===== src/rtl/mixer_pkg.sv =====
// Shared types and sizing helpers for multichannel_mixer and its pan controller.
package mixer_pkg;

  typedef enum logic [1:0] {
    PAN_CENTER = 2'b00,
    PAN_LEFT   = 2'b01,
    PAN_RIGHT  = 2'b10,
    PAN_MUTE   = 2'b11
  } pan_e;

  typedef enum logic {
    ST_IDLE,
    ST_ACCUM
  } state_e;

  localparam int DEFAULT_GAIN_W = 4;

  function automatic int unity_gain(input int gain_w);
    return 1 << (gain_w - 1);
  endfunction

  localparam int DEFAULT_UNITY_GAIN = unity_gain(DEFAULT_GAIN_W);

  // Wide enough that NUM_CH products at maximum gain cannot overflow.
  function automatic int acc_width(input int sample_w, input int gain_w, input int num_ch);
    return sample_w + gain_w + $clog2(num_ch);
  endfunction

  function automatic logic feeds_left(input pan_e p);
    return (p == PAN_CENTER) || (p == PAN_LEFT);
  endfunction

  function automatic logic feeds_right(input pan_e p);
    return (p == PAN_CENTER) || (p == PAN_RIGHT);
  endfunction

endpackage


===== src/rtl/mixer_if.sv =====
// Sample-side bus of multichannel_mixer: input sample set, gains and mixed stereo result.
interface mixer_if #(
  parameter int NUM_CH   = 4,
  parameter int SAMPLE_W = 16,
  parameter int GAIN_W   = 4
);
  logic [NUM_CH*SAMPLE_W-1:0] sample_in;
  logic                       sample_valid;
  logic [NUM_CH*GAIN_W-1:0]   gain_in;
  logic signed [SAMPLE_W-1:0] sample_left;
  logic signed [SAMPLE_W-1:0] sample_right;
  logic                       out_valid;
  logic                       busy;

  modport master (
    output sample_in, sample_valid, gain_in,
    input  sample_left, sample_right, out_valid, busy
  );

  modport slave (
    input  sample_in, sample_valid, gain_in,
    output sample_left, sample_right, out_valid, busy
  );
endinterface


===== src/rtl/mixer_pan_ctrl.sv =====
// Selected-channel counter and per-channel pan register file driven by debounced buttons.
module mixer_pan_ctrl
  import mixer_pkg::*;
#(
  parameter int NUM_CH = 4
) (
  input  logic                      clk,
  input  logic                      reset_n,
  input  logic                      pan_select,
  input  logic                      pan_step,
  output logic [$clog2(NUM_CH)-1:0] sel_ch,
  output logic [2*NUM_CH-1:0]       pan_state
);
  localparam int IDX_W = $clog2(NUM_CH);

  always_ff @(posedge clk or negedge reset_n) begin
    if (!reset_n) begin
      sel_ch    <= '0;
      // NOTE: this register file is small and must power up CENTER, so it is reset like plain state.
      pan_state <= '0;
    end else begin
      // Step uses the pre-increment sel_ch when both buttons fire together.
      if (pan_step)
        pan_state[sel_ch*2 +: 2] <= pan_state[sel_ch*2 +: 2] + 2'd1;
      if (pan_select)
        sel_ch <= (sel_ch == IDX_W'(NUM_CH - 1)) ? '0 : sel_ch + 1'b1;
    end
  end

endmodule


===== src/rtl/multichannel_mixer.sv =====
// NUM_CH-channel gain/pan mixer with one time-multiplexed MAC and saturating stereo output.
// Optional clip_count output is enabled by defining MIXER_CLIP_COUNT_EN.
module multichannel_mixer
  import mixer_pkg::*;
#(
  parameter int NUM_CH   = 4,
  parameter int SAMPLE_W = 16,
  parameter int GAIN_W   = 4
) (
  input  logic                      clk,
  input  logic                      reset_n,
  mixer_if.slave                    bus,
  input  logic                      pan_select,
  input  logic                      pan_step,
  output logic [$clog2(NUM_CH)-1:0] sel_ch,
  output logic [2*NUM_CH-1:0]       pan_state
`ifdef MIXER_CLIP_COUNT_EN
  ,
  output logic [15:0]               clip_count
`endif
);
  localparam int IDX_W  = $clog2(NUM_CH);
  localparam int ACC_W  = acc_width(SAMPLE_W, GAIN_W, NUM_CH);
  localparam int PROD_W = SAMPLE_W + GAIN_W + 1;
  localparam logic signed [ACC_W-1:0] OUT_MAX = {{(ACC_W-SAMPLE_W+1){1'b0}}, {(SAMPLE_W-1){1'b1}}};
  localparam logic signed [ACC_W-1:0] OUT_MIN = {{(ACC_W-SAMPLE_W+1){1'b1}}, {(SAMPLE_W-1){1'b0}}};

  state_e                     state_q, state_d;
  logic                       accept, last_ch;
  logic [IDX_W-1:0]           idx_q;
  logic [NUM_CH*SAMPLE_W-1:0] samp_q;
  logic [NUM_CH*GAIN_W-1:0]   gain_q;
  logic [2*NUM_CH-1:0]        pan_q;
  logic signed [SAMPLE_W-1:0] samp_k;
  logic [GAIN_W-1:0]          gain_k;
  pan_e                       pan_k;
  logic signed [PROD_W-1:0]   prod;
  logic signed [ACC_W-1:0]    p_ext, acc_l_q, acc_r_q, acc_l_d, acc_r_d;
  logic signed [SAMPLE_W-1:0] sat_l, sat_r;
  logic                       clip_l, clip_r;

  mixer_pan_ctrl #(.NUM_CH(NUM_CH)) u_pan_ctrl (
    .clk        (clk),
    .reset_n    (reset_n),
    .pan_select (pan_select),
    .pan_step   (pan_step),
    .sel_ch     (sel_ch),
    .pan_state  (pan_state)
  );

  assign last_ch  = (idx_q == IDX_W'(NUM_CH - 1));
  assign bus.busy = (state_q == ST_ACCUM);

  always_comb begin
    // NOTE: every output of this block gets a default first, so no path can infer a latch.
    state_d = state_q;
    accept  = 1'b0;
    case (state_q)
      ST_IDLE: begin
        if (bus.sample_valid) begin
          state_d = ST_ACCUM;
          accept  = 1'b1;
        end
      end
      ST_ACCUM: if (last_ch) state_d = ST_IDLE;
      default:  state_d = ST_IDLE;
    endcase
  end

  // MAC for channel idx_q; gain is unsigned, so it is zero-extended before the signed multiply.
  assign samp_k  = samp_q[idx_q*SAMPLE_W +: SAMPLE_W];
  assign gain_k  = gain_q[idx_q*GAIN_W +: GAIN_W];
  assign pan_k   = pan_e'(pan_q[idx_q*2 +: 2]);
  assign prod    = samp_k * $signed({1'b0, gain_k});
  assign p_ext   = ACC_W'(prod >>> (GAIN_W - 1));
  assign acc_l_d = acc_l_q + (feeds_left(pan_k)  ? p_ext : {ACC_W{1'b0}});
  assign acc_r_d = acc_r_q + (feeds_right(pan_k) ? p_ext : {ACC_W{1'b0}});

  assign clip_l = (acc_l_d > OUT_MAX) || (acc_l_d < OUT_MIN);
  assign clip_r = (acc_r_d > OUT_MAX) || (acc_r_d < OUT_MIN);
  assign sat_l  = (acc_l_d > OUT_MAX) ? OUT_MAX[SAMPLE_W-1:0] :
                  (acc_l_d < OUT_MIN) ? OUT_MIN[SAMPLE_W-1:0] : acc_l_d[SAMPLE_W-1:0];
  assign sat_r  = (acc_r_d > OUT_MAX) ? OUT_MAX[SAMPLE_W-1:0] :
                  (acc_r_d < OUT_MIN) ? OUT_MIN[SAMPLE_W-1:0] : acc_r_d[SAMPLE_W-1:0];

  always_ff @(posedge clk or negedge reset_n) begin
    if (!reset_n) begin
      state_q          <= ST_IDLE;
      idx_q            <= '0;
      samp_q           <= '0;
      gain_q           <= '0;
      pan_q            <= '0;
      acc_l_q          <= '0;
      acc_r_q          <= '0;
      bus.sample_left  <= '0;
      bus.sample_right <= '0;
      bus.out_valid    <= 1'b0;
`ifdef MIXER_CLIP_COUNT_EN
      clip_count       <= '0;
`endif
    end else begin
      // NOTE: non-blocking so every register here updates from the pre-edge values.
      state_q       <= state_d;
      bus.out_valid <= 1'b0;
      if (accept) begin
        samp_q  <= bus.sample_in;
        gain_q  <= bus.gain_in;
        pan_q   <= pan_state;
        acc_l_q <= '0;
        acc_r_q <= '0;
        idx_q   <= '0;
      end else if (state_q == ST_ACCUM) begin
        acc_l_q <= acc_l_d;
        acc_r_q <= acc_r_d;
        idx_q   <= idx_q + 1'b1;
        if (last_ch) begin
          bus.sample_left  <= sat_l;
          bus.sample_right <= sat_r;
          bus.out_valid    <= 1'b1;
`ifdef MIXER_CLIP_COUNT_EN
          if ((clip_l || clip_r) && (clip_count != 16'hFFFF))
            clip_count <= clip_count + 16'd1;
`endif
        end
      end
    end
  end

endmodule


===== src/flat_wrapper.sv =====
// flat-port wrapper written by rule: the top's interface ports become plain ports
module multichannel_mixer_flat import mixer_pkg::*;
#(
  parameter int NUM_CH   = 4,
  parameter int SAMPLE_W = 16,
  parameter int GAIN_W   = 4
)
  (clk, reset_n, pan_select, pan_step, sel_ch, pan_state, bus_sample_in, bus_sample_valid, bus_gain_in, bus_sample_left, bus_sample_right, bus_out_valid, bus_busy);
  mixer_if #(.NUM_CH(NUM_CH), .SAMPLE_W(SAMPLE_W), .GAIN_W(GAIN_W)) bus_i ();
  input  logic clk;
  input  logic reset_n;
  input  logic pan_select;
  input  logic pan_step;
  output logic [$clog2(NUM_CH)-1:0] sel_ch;
  output logic [2*NUM_CH-1:0] pan_state;
  input wire logic [$bits(bus_i.sample_in)-1:0] bus_sample_in;
  input wire logic [$bits(bus_i.sample_valid)-1:0] bus_sample_valid;
  input wire logic [$bits(bus_i.gain_in)-1:0] bus_gain_in;
  output wire logic [$bits(bus_i.sample_left)-1:0] bus_sample_left;
  output wire logic [$bits(bus_i.sample_right)-1:0] bus_sample_right;
  output wire logic [$bits(bus_i.out_valid)-1:0] bus_out_valid;
  output wire logic [$bits(bus_i.busy)-1:0] bus_busy;
  assign bus_i.sample_in = bus_sample_in;
  assign bus_i.sample_valid = bus_sample_valid;
  assign bus_i.gain_in = bus_gain_in;
  assign bus_sample_left = bus_i.sample_left;
  assign bus_sample_right = bus_i.sample_right;
  assign bus_out_valid = bus_i.out_valid;
  assign bus_busy = bus_i.busy;
  multichannel_mixer #(.NUM_CH(NUM_CH), .SAMPLE_W(SAMPLE_W), .GAIN_W(GAIN_W)) u_core (.clk(clk), .reset_n(reset_n), .bus(bus_i), .pan_select(pan_select), .pan_step(pan_step), .sel_ch(sel_ch), .pan_state(pan_state));
endmodule

===== config.mk =====
export PLATFORM = sky130hd
export DESIGN_NAME = multichannel_mixer_flat
export DESIGN_NICKNAME = d
export VERILOG_FILES = /design/src/rtl/mixer_pkg.sv /design/src/rtl/mixer_if.sv /design/src/rtl/mixer_pan_ctrl.sv /design/src/rtl/multichannel_mixer.sv /design/src/flat_wrapper.sv
export SDC_FILE = /design/constraint.sdc
export NUM_CORES = 1
export LEC_CHECK = 0
export BUFFER_PORTS_ARGS = -buffer_cell sky130_fd_sc_hd__buf_2
export CAP_MARGIN = 10
export CORE_MARGIN = 2
export CORE_UTILIZATION = 49
export CTS_BUF_LIST = sky130_fd_sc_hd__clkbuf_4 sky130_fd_sc_hd__clkbuf_8
export CTS_CLUSTER_SIZE = 8
export DETAILED_ROUTE_END_ITERATION = 8
export PLACE_DENSITY = 0.75
export RECOVER_POWER = 100
export SETUP_SLACK_MARGIN = 0.02
export SLEW_MARGIN = 0
export SYNTH_ARGS = -nofsm -noshare
export SYNTH_HDL_FRONTEND = slang
export SYNTH_HIERARCHICAL = 1
export SYNTH_SLANG_ARGS = --single-unit

===== constraint.sdc =====
create_clock -name clk -period 8.3 [get_ports clk]
set_input_delay 0.83 -clock clk [delete_from_list [all_inputs] [get_ports clk]]
set_output_delay 0.83 -clock clk [all_outputs]
set_load 0.01 [all_outputs]

==> impl_results.rst <==
.. list-table::
   :header-rows: 1

   * - Metric
     - Value
   * - Outcome
     - finished, violations left
   * - Violations in the final reports
     - capacitance limit, slew limit
   * - CTS tree
     - built
   * - Critical Path Max Stage Delay
     - 0.57 ns
   * - Count of standard-cell rows
     - 57
   * - Die footprint
     - 0.0259 mm^2
   * - Final weighted congestion of routability-driven global placement
     - 0.918
   * - Worst setup path category
     - register to register
   * - Cell types occupying the most area after synthesis
     - sky130_fd_sc_hd__dfrtp_1, sky130_fd_sc_hd__ha_1, sky130_fd_sc_hd__mux2_2, sky130_fd_sc_hd__fa_1, sky130_fd_sc_hd__mux4_2
   * - Vertical die dimension
     - 161 um
   * - Wire length of the first global-routing pass
     - 43,900 um
   * - Sum of routed wire length over all layers
     - 26,400 um
   * - Yosys top cell area share
     - 36.9%
   * - Capturing element type of the critical path
     - register
   * - Number of filler instances in the final layout
     - 2,149
   * - Antenna cell count
     - 0
   * - Count of final hold-check violations
     - 0
   * - Cell occurring most often along the worst timing path
     - sky130_fd_sc_hd__ha_1
   * - Total iterations of the first detailed-routing run
     - 5
   * - Post-Route Skew
     - 0.0237 ns
   * - Top post-synthesis cells by count
     - sky130_fd_sc_hd__dfrtp_1, sky130_fd_sc_hd__mux2_2, sky130_fd_sc_hd__nand2_1
   * - Number of buffers between clock root and the deepest sink
     - 2
   * - Data arrival, critical path
     - 8.26 ns
   * - Max-slew violation count
     - 313
   * - Worst EP required
     - 8.68 ns
   * - Path type of the worst min-delay path
     - register to register
   * - Pin slew with the least headroom to its limit
     - 4.27 ns
   * - Iteration-0 DRC Markers
     - 419
   * - Most frequent cell after synthesis
     - sky130_fd_sc_hd__dfrtp_1
   * - Minimum clock period after layout
     - 7.88 ns
   * - Post-synth net total
     - 1,351
   * - Sequential area share after synthesis
     - 36.9%
   * - Max transition margin
     - -185%
   * - RSZ-0062 raised after global routing
     - no
   * - Final HPWL DP
     - 20,100 um
   * - Antenna-violating nets left
     - 0
   * - Clock transition time at the flip-flop clock pins of the worst setup and hold paths
     - 0.10 ns
   * - Post-route setup TNS
     - 0 ns
   * - Via count
     - 8,937
   * - Number of top-level pins
     - 129
   * - Tcrit/Tclk final
     - 94.9%
   * - Final non-filler cell area
     - 0.0134 mm^2
   * - Layout cell share with drive strength beyond 1
     - 22.0%
   * - Synthesis-to-layout area growth
     - 11.2%
   * - Worst skew pair latency
     - 0.48 ns
   * - Total clock buffers created by CTS
     - 17
   * - Routed via count divided by cell count
     - 5.57
   * - Antenna violations before repair
     - 1
   * - Critical path launch point type
     - register
   * - Clk Tree Root Cell
     - sky130_fd_sc_hd__clkbuf_8
   * - Via count of the first global-routing pass
     - 8,895
   * - Max Fclk
     - 127 MHz
   * - Multi-input gate area
     - 0.00715 mm^2
   * - Die Span X
     - 161 um
   * - Cells after Synth
     - 1,148
   * - Post-synth EDFFs
     - 0
   * - Asr flop ratio synth
     - 100%
   * - Max-capacitance violation count
     - 5
   * - Quantity of I/O buffers inserted on ports
     - 128
   * - Core Util, Final
     - 55.4%
   * - Placed instance area
     - 0.0130 mm^2
   * - Gr ovfl total
     - 0
   * - Post-synthesis cell type with the largest combined area
     - sky130_fd_sc_hd__dfrtp_1
   * - Synthesized cell area
     - 0.0121 mm^2
   * - Worst-path fanout max
     - 18
   * - Routed WL per cell
     - 16.5 um
   * - Net count reported at finish
     - 1,471
   * - H-Tree Depth
     - 4
   * - Setup Viol. Count Final
     - 0
   * - Clock net sink count
     - 178
   * - CORE AREA
     - 0.0242 mm^2
   * - Number of synthesized register bits
     - 178
   * - Area taken by flip-flops and latches
     - 0.00445 mm^2
   * - Average size of a mapped cell
     - 10.5 um^2
   * - Yosys warns
     - 6
   * - Most instantiated flip-flop cell in the synthesis netlist
     - sky130_fd_sc_hd__dfrtp_1
   * - Initial core utilization
     - 49.8%
   * - Largest net degree at the start of global routing
     - 85
   * - DRC violations left
     - 0
   * - Distinct cells, synth
     - 74
   * - Total GRT Usage
     - 20.9%
   * - Cell type of the slowest stage on the worst timing path
     - sky130_fd_sc_hd__mux4_2
-- cell families after synthesis --
kind of cell	Yosys count	share of synthesized area [%]
buffers and inverters	127	4.35
xor gates and xnor gates	59	4.58
and+or+nand+nor	273	10.9
adders and majority gates	118	14.4
DFF	178	36.9
AOI/OAI and AO/OA	275	15.8
muxes	118	13.1
-- worst paths after layout --
kind                                                         from                                endpoint  slack [ns]  depth (start not counted)
setup / recovery                      u_core/idx_q[0]$_DFFE_PN0P_   u_core/bus.sample_left[0]$_DFFE_PN0P_        0.42                         30
hold / removal             u_core/bus.sample_right[1]$_DFFE_PN0P_  u_core/bus.sample_right[1]$_DFFE_PN0P_        0.48                          2
setup reg to reg                      u_core/idx_q[0]$_DFFE_PN0P_   u_core/bus.sample_left[0]$_DFFE_PN0P_        0.42                         30
hold reg to reg            u_core/bus.sample_right[1]$_DFFE_PN0P_  u_core/bus.sample_right[1]$_DFFE_PN0P_        0.48                          2
max in group asynchronous                                 reset_n           u_core/samp_q[24]$_DFFE_PN0P_        2.42                          2
min in group asynchronous                                 reset_n          u_core/bus.out_valid$_DFF_PN0_        1.54                          1
-- worst max-delay path: cells and delay by family, from the launching register on --
| kind | cells | cell delay [ns] |
|---|---|---|
| AOI/OAI and AO/OA | 12 | 2.44 |
| adders and majority gates | 5 | 2.13 |
| muxes | 2 | 1.02 |
| buffers and inverters | 5 | 0.69 |
| and+or+nand+nor | 5 | 0.68 |
| DFF | 1 | 0.45 |
| xor gates and xnor gates | 1 | 0.36 |
-- timing repair --
| item | 4_1_cts | 5_1_grt |
|---|---|---|
| buffers inserted | 0 | 6 |
| pin swaps | 0 | 3 |
| hold buffers | 0 | 0 |
| cloned | 0 | 0 |
| resized for setup | 1 | 12 |
| endpoints found under the setup margin | 9 | 30 |
-- layout by cell type (no fill, tap or decap), drive strengths merged, types with 6 or more instances in the layout --
master	instances
dfrtp	178
buf	95
inv	90
mux2	89
nand2	87
ha	83
nor2	81
o21ai	74
clkbuf	69
a21oi	63
and2	50
xnor2	41
a22o	38
fa	35
mux4	23
a21o	21
xor2	17
o22ai	15
a211oi	12
nand3	10
o21bai	9
nand2b	8
o21a	8
nor3	8
o31ai	7
mux2i	6
-- registers in the layout (all words and copies together) (netlist names) --
| name | cells |
|---|---|
| u_core/idx_q | 2 |
| u_core/gain_q | 16 |
| u_core/acc_r_q | 22 |
| u_core/u_pan_ctrl/sel_ch | 2 |
| u_core/pan_q | 8 |
| u_core/samp_q | 64 |
| u_core/bus.busy | 1 |
| u_core/u_pan_ctrl/pan_state | 8 |
| u_core/bus.out_valid | 1 |
| u_core/bus.sample_left | 16 |
| u_core/bus.sample_right | 16 |
| u_core/acc_l_q | 22 |
-- metrics by stage --
stage                     cells  setup WS, ns  hold slack (ns)
after floorplan            1148         0.423            0.456
after global placement     1567         0.316            0.459
after detailed placement   1567        0.0232            0.464
after CTS                  1599         0.122            0.346
after global routing       1605        0.0226            0.510
final                      1605         0.420            0.482
-- area by class of cell --
type	count	share of cell area [%]
Sequential cell	178	33.2
Clock buffer	18	1.80
Tap cell	324	3.02
Inverter	82	2.29
Clock inverter	14	1.07
Timing Repair Buffer	146	5.38
Multi-Input combinational cell	843	53.3
-- metal layers --
metal,GRT usage [%],part of all wire [%],vias to the layer above
li1,-,-,4306
met3,4.08,5.7,38
met4,5.88,2.0,0
met2,33.7,46,259
met1,29.0,46,4334
met5,0,0,-
Power is not shown: default switching activity piles up to over one toggle a cycle in this logic, so the estimate is an artifact.
